**config.mk**
```make
export PLATFORM = sky130hd
export DESIGN_NAME = vga_stream_decoder
export DESIGN_NICKNAME = d
export VERILOG_FILES = /design/src/rtl/vga_stream_decoder.sv
export SDC_FILE = /design/constraint.sdc
export NUM_CORES = 1
export LEC_CHECK = 0
export CAP_MARGIN = 40
export CORE_ASPECT_RATIO = 0.7
export CORE_MARGIN = 10
export CORE_UTILIZATION = 50
export CTS_BUF_LIST = sky130_fd_sc_hd__clkbuf_8 sky130_fd_sc_hd__clkbuf_16
export DETAILED_ROUTE_END_ITERATION = 8
export PLACE_DENSITY = 0.78
export SETUP_SLACK_MARGIN = 0.15
export SLEW_MARGIN = 15
export SYNTH_ARGS = -nofsm -noshare
export SYNTH_HDL_FRONTEND = slang
export SYNTH_SLANG_ARGS = --single-unit
```
**constraint.sdc**
```tcl
create_clock -name clk -period 3.7 [get_ports clk]
set_input_delay 0.555 -clock clk [delete_from_list [all_inputs] [get_ports clk]]
set_output_delay 0.555 -clock clk [all_outputs]
set_load 0.01 [all_outputs]
```
**src/rtl/vga_stream_decoder.sv**
```systemverilog
// rtl/vga_stream_decoder.sv - VGA stream receiver: timing checks, lock FSM, pixel/coordinate recovery
// Optional frame CRC output enabled by defining VGA_DECODER_CRC_EN.
module vga_stream_decoder #(
    parameter int H_ACTIVE        = 640,
    parameter int H_SYNC          = 96,
    parameter int H_BP            = 48,
    parameter int H_TOTAL         = 800,
    parameter int V_ACTIVE        = 480,
    parameter int V_SYNC          = 2,
    parameter int V_BP            = 33,
    parameter int V_TOTAL         = 525,
    parameter bit SYNC_ACTIVE_LOW = 1'b0,
    parameter int LOCK_FRAMES     = 2
) (
    input  logic        clk,
    input  logic        rst_n,
    input  logic        i_hsync,
    input  logic        i_vsync,
    input  logic [1:0]  i_red,
    input  logic [1:0]  i_green,
    input  logic [1:0]  i_blue,
    output logic        o_locked,
    output logic        o_pixel_valid,
    output logic [9:0]  o_hpos,
    output logic [9:0]  o_vpos,
    output logic [5:0]  o_pixel,
    output logic        o_frame_start,
    output logic        o_line_err,
    output logic        o_frame_err,
    output logic [7:0]  o_err_count
`ifdef VGA_DECODER_CRC_EN
    ,
    output logic [15:0] o_frame_crc,
    output logic        o_crc_valid
`endif
);

    localparam logic [9:0] H_LAST    = 10'(H_TOTAL - 1);
    localparam logic [9:0] V_TOT     = 10'(V_TOTAL);
    localparam logic [9:0] H_START   = 10'(H_SYNC + H_BP);
    localparam logic [9:0] H_END     = 10'(H_SYNC + H_BP + H_ACTIVE);
    localparam logic [9:0] V_START   = 10'(V_SYNC + V_BP);
    localparam logic [9:0] V_END     = 10'(V_SYNC + V_BP + V_ACTIVE);
    localparam logic [3:0] LOCK_GOOD = 4'(LOCK_FRAMES);

    typedef enum logic [1:0] {SEARCH, ACQUIRE, LOCKED} state_t;

    // Stage 1: sampled inputs (syncs normalised to active-high) plus previous sync for edge detect
    logic       hs1_q, vs1_q, hs2_q, vs2_q;
    logic [5:0] rgb1_q;

    state_t     state_q, state_d;
    logic [3:0] good_q, good_d;
    logic       bad_q, bad_d;
    logic [9:0] hcount_q, hcount_d, vline_q, vline_d;

    logic       locked_q, valid_q, fstart_q, line_err_q, frame_err_q;
    logic [9:0] hpos_q, vpos_q;
    logic [5:0] pixel_q;
    logic [7:0] err_cnt_q;

    logic       hs_edge, vs_edge, line_err_d, frame_err_d, err_now, bad_all;
    logic       valid_d, fstart_d;
    logic [9:0] vline_seen, hpos_d, vpos_d;
    logic [5:0] pixel_d;
    logic [7:0] err_cnt_d;

    always_ff @(posedge clk or negedge rst_n) begin
        if (!rst_n) begin
            hs1_q  <= 1'b0;
            vs1_q  <= 1'b0;
            hs2_q  <= 1'b0;
            vs2_q  <= 1'b0;
            rgb1_q <= '0;
        end else begin
            hs1_q  <= i_hsync ^ SYNC_ACTIVE_LOW;
            vs1_q  <= i_vsync ^ SYNC_ACTIVE_LOW;
            hs2_q  <= hs1_q;
            vs2_q  <= vs1_q;
            rgb1_q <= {i_red, i_green, i_blue};
        end
    end

    always_comb begin
        hs_edge    = hs1_q & ~hs2_q;
        vs_edge    = vs1_q & ~vs2_q;
        // Line count including the line that starts on this very hsync edge
        vline_seen = (hs_edge && vline_q != 10'h3FF) ? vline_q + 10'd1 : vline_q;
        hcount_d   = hs_edge ? 10'd0 : ((hcount_q == 10'h3FF) ? hcount_q : hcount_q + 10'd1);
        vline_d    = vs_edge ? 10'd0 : vline_seen;

        line_err_d  = hs_edge && (state_q != SEARCH) && (hcount_q != H_LAST);
        frame_err_d = vs_edge && (state_q != SEARCH) && (vline_seen != V_TOT);
        fstart_d    = vs_edge && (state_q != SEARCH);
        err_now     = line_err_d | frame_err_d;
        bad_all     = bad_q | err_now;
        bad_d       = vs_edge ? 1'b0 : bad_all;
        err_cnt_d   = (err_now && err_cnt_q != 8'hFF) ? err_cnt_q + 8'd1 : err_cnt_q;

        state_d = state_q;
        good_d  = good_q;
        case (state_q)
            SEARCH: begin
                if (vs_edge) begin
                    state_d = ACQUIRE;
                    good_d  = 4'd0;
                end
            end
            ACQUIRE: begin
                if (vs_edge) begin
                    if (bad_all) begin
                        good_d = 4'd0;
                    end else begin
                        good_d = good_q + 4'd1;
                        if (good_q + 4'd1 == LOCK_GOOD) state_d = LOCKED;
                    end
                end
            end
            LOCKED: begin
                if (err_now) begin
                    state_d = ACQUIRE;
                    good_d  = 4'd0;
                end
            end
            default: state_d = SEARCH;
        endcase

        valid_d = (state_d == LOCKED) && (hcount_d >= H_START) && (hcount_d < H_END)
                  && (vline_d >= V_START) && (vline_d < V_END);
        hpos_d  = valid_d ? hcount_d - H_START : 10'd0;
        vpos_d  = valid_d ? vline_d - V_START : 10'd0;
        pixel_d = valid_d ? rgb1_q : 6'd0;
    end

    always_ff @(posedge clk or negedge rst_n) begin
        if (!rst_n) begin
            state_q     <= SEARCH;
            good_q      <= '0;
            bad_q       <= 1'b0;
            hcount_q    <= '0;
            vline_q     <= '0;
            locked_q    <= 1'b0;
            valid_q     <= 1'b0;
            hpos_q      <= '0;
            vpos_q      <= '0;
            pixel_q     <= '0;
            fstart_q    <= 1'b0;
            line_err_q  <= 1'b0;
            frame_err_q <= 1'b0;
            err_cnt_q   <= '0;
        end else begin
            state_q     <= state_d;
            good_q      <= good_d;
            bad_q       <= bad_d;
            hcount_q    <= hcount_d;
            vline_q     <= vline_d;
            locked_q    <= (state_d == LOCKED);
            valid_q     <= valid_d;
            hpos_q      <= hpos_d;
            vpos_q      <= vpos_d;
            pixel_q     <= pixel_d;
            fstart_q    <= fstart_d;
            line_err_q  <= line_err_d;
            frame_err_q <= frame_err_d;
            err_cnt_q   <= err_cnt_d;
        end
    end

    assign o_locked      = locked_q;
    assign o_pixel_valid = valid_q;
    assign o_hpos        = hpos_q;
    assign o_vpos        = vpos_q;
    assign o_pixel       = pixel_q;
    assign o_frame_start = fstart_q;
    assign o_line_err    = line_err_q;
    assign o_frame_err   = frame_err_q;
    assign o_err_count   = err_cnt_q;

`ifdef VGA_DECODER_CRC_EN
    logic [15:0] crc_q, crc_d, frame_crc_q, frame_crc_d;
    logic        crc_valid_q, crc_valid_d;

    // CRC-16-CCITT, one byte MSB first
    function automatic logic [15:0] crc_byte(input logic [15:0] c, input logic [7:0] b);
        logic [15:0] r;
        logic [7:0]  d;
        r = c;
        d = b;
        for (int i = 0; i < 8; i++) begin
            r = {r[14:0], 1'b0} ^ ((r[15] ^ d[7]) ? 16'h1021 : 16'h0000);
            d = {d[6:0], 1'b0};
        end
        return r;
    endfunction

    always_comb begin
        crc_d       = crc_q;
        frame_crc_d = frame_crc_q;
        crc_valid_d = 1'b0;
        if (state_q == LOCKED && state_d != LOCKED) begin
            crc_d = 16'hFFFF;
        end else if (vs_edge && state_q == LOCKED) begin
            frame_crc_d = crc_q;
            crc_valid_d = 1'b1;
            crc_d       = 16'hFFFF;
        end else if (valid_d) begin
            crc_d = crc_byte(crc_q, {2'b00, pixel_d});
        end
    end

    always_ff @(posedge clk or negedge rst_n) begin
        if (!rst_n) begin
            crc_q       <= 16'hFFFF;
            frame_crc_q <= '0;
            crc_valid_q <= 1'b0;
        end else begin
            crc_q       <= crc_d;
            frame_crc_q <= frame_crc_d;
            crc_valid_q <= crc_valid_d;
        end
    end

    assign o_frame_crc = frame_crc_q;
    assign o_crc_valid = crc_valid_q;
`endif

endmodule

```
==> summary.md <==
| Metric | Value |
|---|---|
| Post-synth top area cell | dfrtp_1 |
| DR vias/cell | 5.70 |
| Routed WL per cell | 17.6 µm |
| Synth area leaders | dfrtp_1 49%, xnor2_1 3.6%, nor3_2 3.4%, nor2_1 3.0%, ha_1 2.6% |
| TNS Setup | 0 ns |
| Clock root cell | clkbuf_8 |
| Crit end category | flop |
| Num CTS Buffers | 9 |
| Final Critical Period | 3.24 ns |
| Vias post-DR | 2877 |
| Routability Congestion | 0.871 |
| CTS H-Tree Depth | 3 |
| Initial DRC count | 202 |
| Hold buffers post-CTS | 0 |
| Post-synth top area share | about half |
| Syn. warnings | 0 |
| Final Cycle Share | 87.6% |
| Mapped cell area | 3870 µm² |
| Cell family with most CP delay | simple AND/OR/NAND/NOR gates |
| Placed inst area | 4490 µm² |
| Crit path top cell by count | ha_1 |
| Drt drc | 0 |
| PwrDens | 417 nW/µm² |
| Number of enable flip-flop cells after synthesis | 0 |
| Sequential fraction of the synthesis area | around 49% |
| Ys flop type | dfrtp_1 |
| Initial antenna violation count | 0 |
| Share of cells above drive strength 1 | 16.2% |
| Fmax | between 300 and 400 MHz |
| Asr flop ratio synth | 100% |
| Total GRT Usage | between 10% and 20% |
| # fillers | 589 |
| Fin. Hold Viols | 0 |
| Core area | 7420 µm² |
| Max Fanout on Critical Path | 12 |
| Max-cap viol count | 0 |
| Vias in the first global route | 2865 |
| Yosys cell types | 70 |
| Worst path slowest cell | dfrtp_1 |
| Post-DP HPWL | 6.57 mm |
| Final #Nets | 422 |
| Final setup viols | 0 |
| Worst slew pin tran | 0.562 ns |
| Post-CTS Setup Bufs | 0 |
| Layout area overhead | 21.6% |
| Clk Latency, worst-skew pair | 0.34 ns |
| Die area | between 10000 and 15000 µm² |
| Synthesized instance count | 348 |
| Routed WL | 8.90 mm |
| Initial Util | 52.2% |
| Worst Hold Slack | 0.137 ns |
| Tot Pwr | 1.97 mW |
| TritonRoute pass-1 iters | 4 |
| Post-cts resize count | 0 |
| Final Core Density | 63.5% |
| Antenna-violating nets left | 0 |
| Final clock skew | 0.0114 ns |
| Type of the worst min-delay path | in -> async |
| Pins Over Slew Limit | 0 |
| Grt ovf | 0 |
| Critical path class | reg -> reg |
| FF-to-FF path depth | 12 |
| Critical path depth | 12 |
| Unrepaired setup endpoints after global routing | no |
| Slew HR | between 60% and 70% |
| Row count | 26 |
| FF+latch count, synth | 76 |
| Placement Setup Slack | 0.263 ns |
| Critical Path Start Type | flop |
| Die span in x | 125 µm |
| Syn avg cell area | 11.1 µm² |
| Crit path largest cell delay | 0.44 ns |
| CTS clk-pin slew, worst paths | 0.08 ns |
| Status | complete, no violations |
| Syn_nets | 366 |
| CP arrival | 3.48 ns |
| Worst IR Drop VDD | 0.337 mV |
| IO buf count | 48 |
| DP Cell Count | a little under 500 |
| Final setup margin | approximately 0.46 ns |
| TritonCTS clock tree | yes |
| Fin cells | 505 |
| First-pass GRT wire length | 14.8 mm |
| Clk buf depth | 2 |
| Final instance area | 4710 µm² |
| Clock sinks | 76 |
| Largest net degree at the start of global routing | 49 |
| CP Cell Sequence | ha_1 > and4_2 > nand3_2 > a21o_1 > nor2_2 > ha_1 > o21ai_0 > nor4_1 > o311ai_1 > or4_1 > buf_4 > a2111oi_2 |
| Critical path required time | just under 4 ns |
| WP buf/inv | 1 |
| IO Pins | 49 |
| Leakage | around 2 nW |
| Die Ht | 93.6 µm |
| ANT cells | 0 |
worst reg2reg max path: cells and delay by family (launching register included):
kind	cells	cell delay, ns
AOI/OAI and AO/OA	4	0.73
adders and majority gates	2	0.44
buffers and inverters	1	0.22
DFF	1	0.44
and+or+nand+nor	5	1.33
Yosys cell counts, types with 4 or more instances:
library cell  count
dfrtp_1          76
nor2_1           31
xnor2_1          16
nor3_2           13
nand3_1          12
inv_1            11
nand2_1          11
nor3_1           10
and2_1            9
a31oi_1           8
ha_1              8
nor3b_1           8
o21ai_0           8
and3_1            7
a21o_1            6
a21oi_1           6
nand4_1           6
nor2b_1           6
nor3b_2           6
a211oi_1          5
o211ai_1          5
buf_2             4
buf_6             4
xor2_1            4
report_power, final:
| part | leakage (nW) | total, mW | internal (mW) | switching (mW) |
|---|---|---|---|---|
| clock network | 0.103 | 0.661 | 0.371 | 0.290 |
| logic | 0.896 | 0.340 | 0.172 | 0.168 |
| registers | 1.01 | 0.965 | 0.894 | 0.0706 |
| total | 2.01 | 1.97 | 1.44 | 0.528 |
cell families (layout without fill, tap and decap cells):
family,after synthesis,in the layout,synth area share (%)
buf+inv,25,84,3.55
compound gates,70,70,15.1
flops,76,76,49.1
mux,5,5,1.65
fa+ha+maj,8,8,2.58
xor+xnor,20,20,4.52
simple gates,144,144,23.5
cells in the final DEF (no fill, tap or decap), drive strengths merged, types with 3 or more instances in the layout:
cell / instances
dfrtp: 76
clkdlybuf4s50: 47
nor2: 32
nor3: 23
xnor2: 16
nor3b: 14
nand3: 13
inv: 12
buf: 12
nand2: 11
and2: 10
clkbuf: 9
o21ai: 8
a31oi: 8
ha: 8
a211oi: 8
and3: 7
a21oi: 7
nand4: 6
a21o: 6
nor2b: 6
o211ai: 5
xor2: 4
mux2i: 4
nor4b: 3
o2111ai: 3
nor4: 3
final cells by class:
cell class                 count  area (µm²)  area share (%)
clock buffer                   9         124            2.63
clock inverter                 5        80.1            1.70
inverter                      11        41.3           0.876
multi-input combinational    247        1850            39.2
sequential                    76        1900            40.4
tap                           98         123            2.60
timing repair buffer          59         593            12.6
registers in the layout, summed over array words and instances, names as in the netlist:
register       cells
o_line_err         1
o_hpos            10
o_pixel_valid      1
rgb1_q             6
o_frame_start      1
bad_q              1
o_vpos            10
hs2_q              1
o_pixel            6
hs1_q              1
vs1_q              1
o_frame_err        1
good_q             4
o_locked           1
vs2_q              1
hcount_q          10
state_q            2
vline_q           10
o_err_count        8
routing by layer:
metal  routed length, µm  GRT usage (%)  part of all wire [%]  up-vias
li1                    -              -                     -     1387
met1                4390           21.4                    49     1393
met2                3760           22.7                    42       91
met3                 686           5.30                   7.7        6
met4                  60           4.21                  0.67        0
met5                   0              0                     0        -
path summary, 6_finish.rpt:
check / start / end / slack, ns
worst min-delay path: rst_n / hcount_q[2] / 0.14
worst max register to register: hcount_q[0] / o_vpos[6] / 0.46
min in group clk: vs1_q / vs2_q / 0.40
worst max-delay path: hcount_q[0] / o_vpos[6] / 0.46
worst min register to register: vs1_q / vs2_q / 0.40
max in group asynchronous: rst_n / vline_q[9] / 3.00
Power figures use the tool's default switching activity.
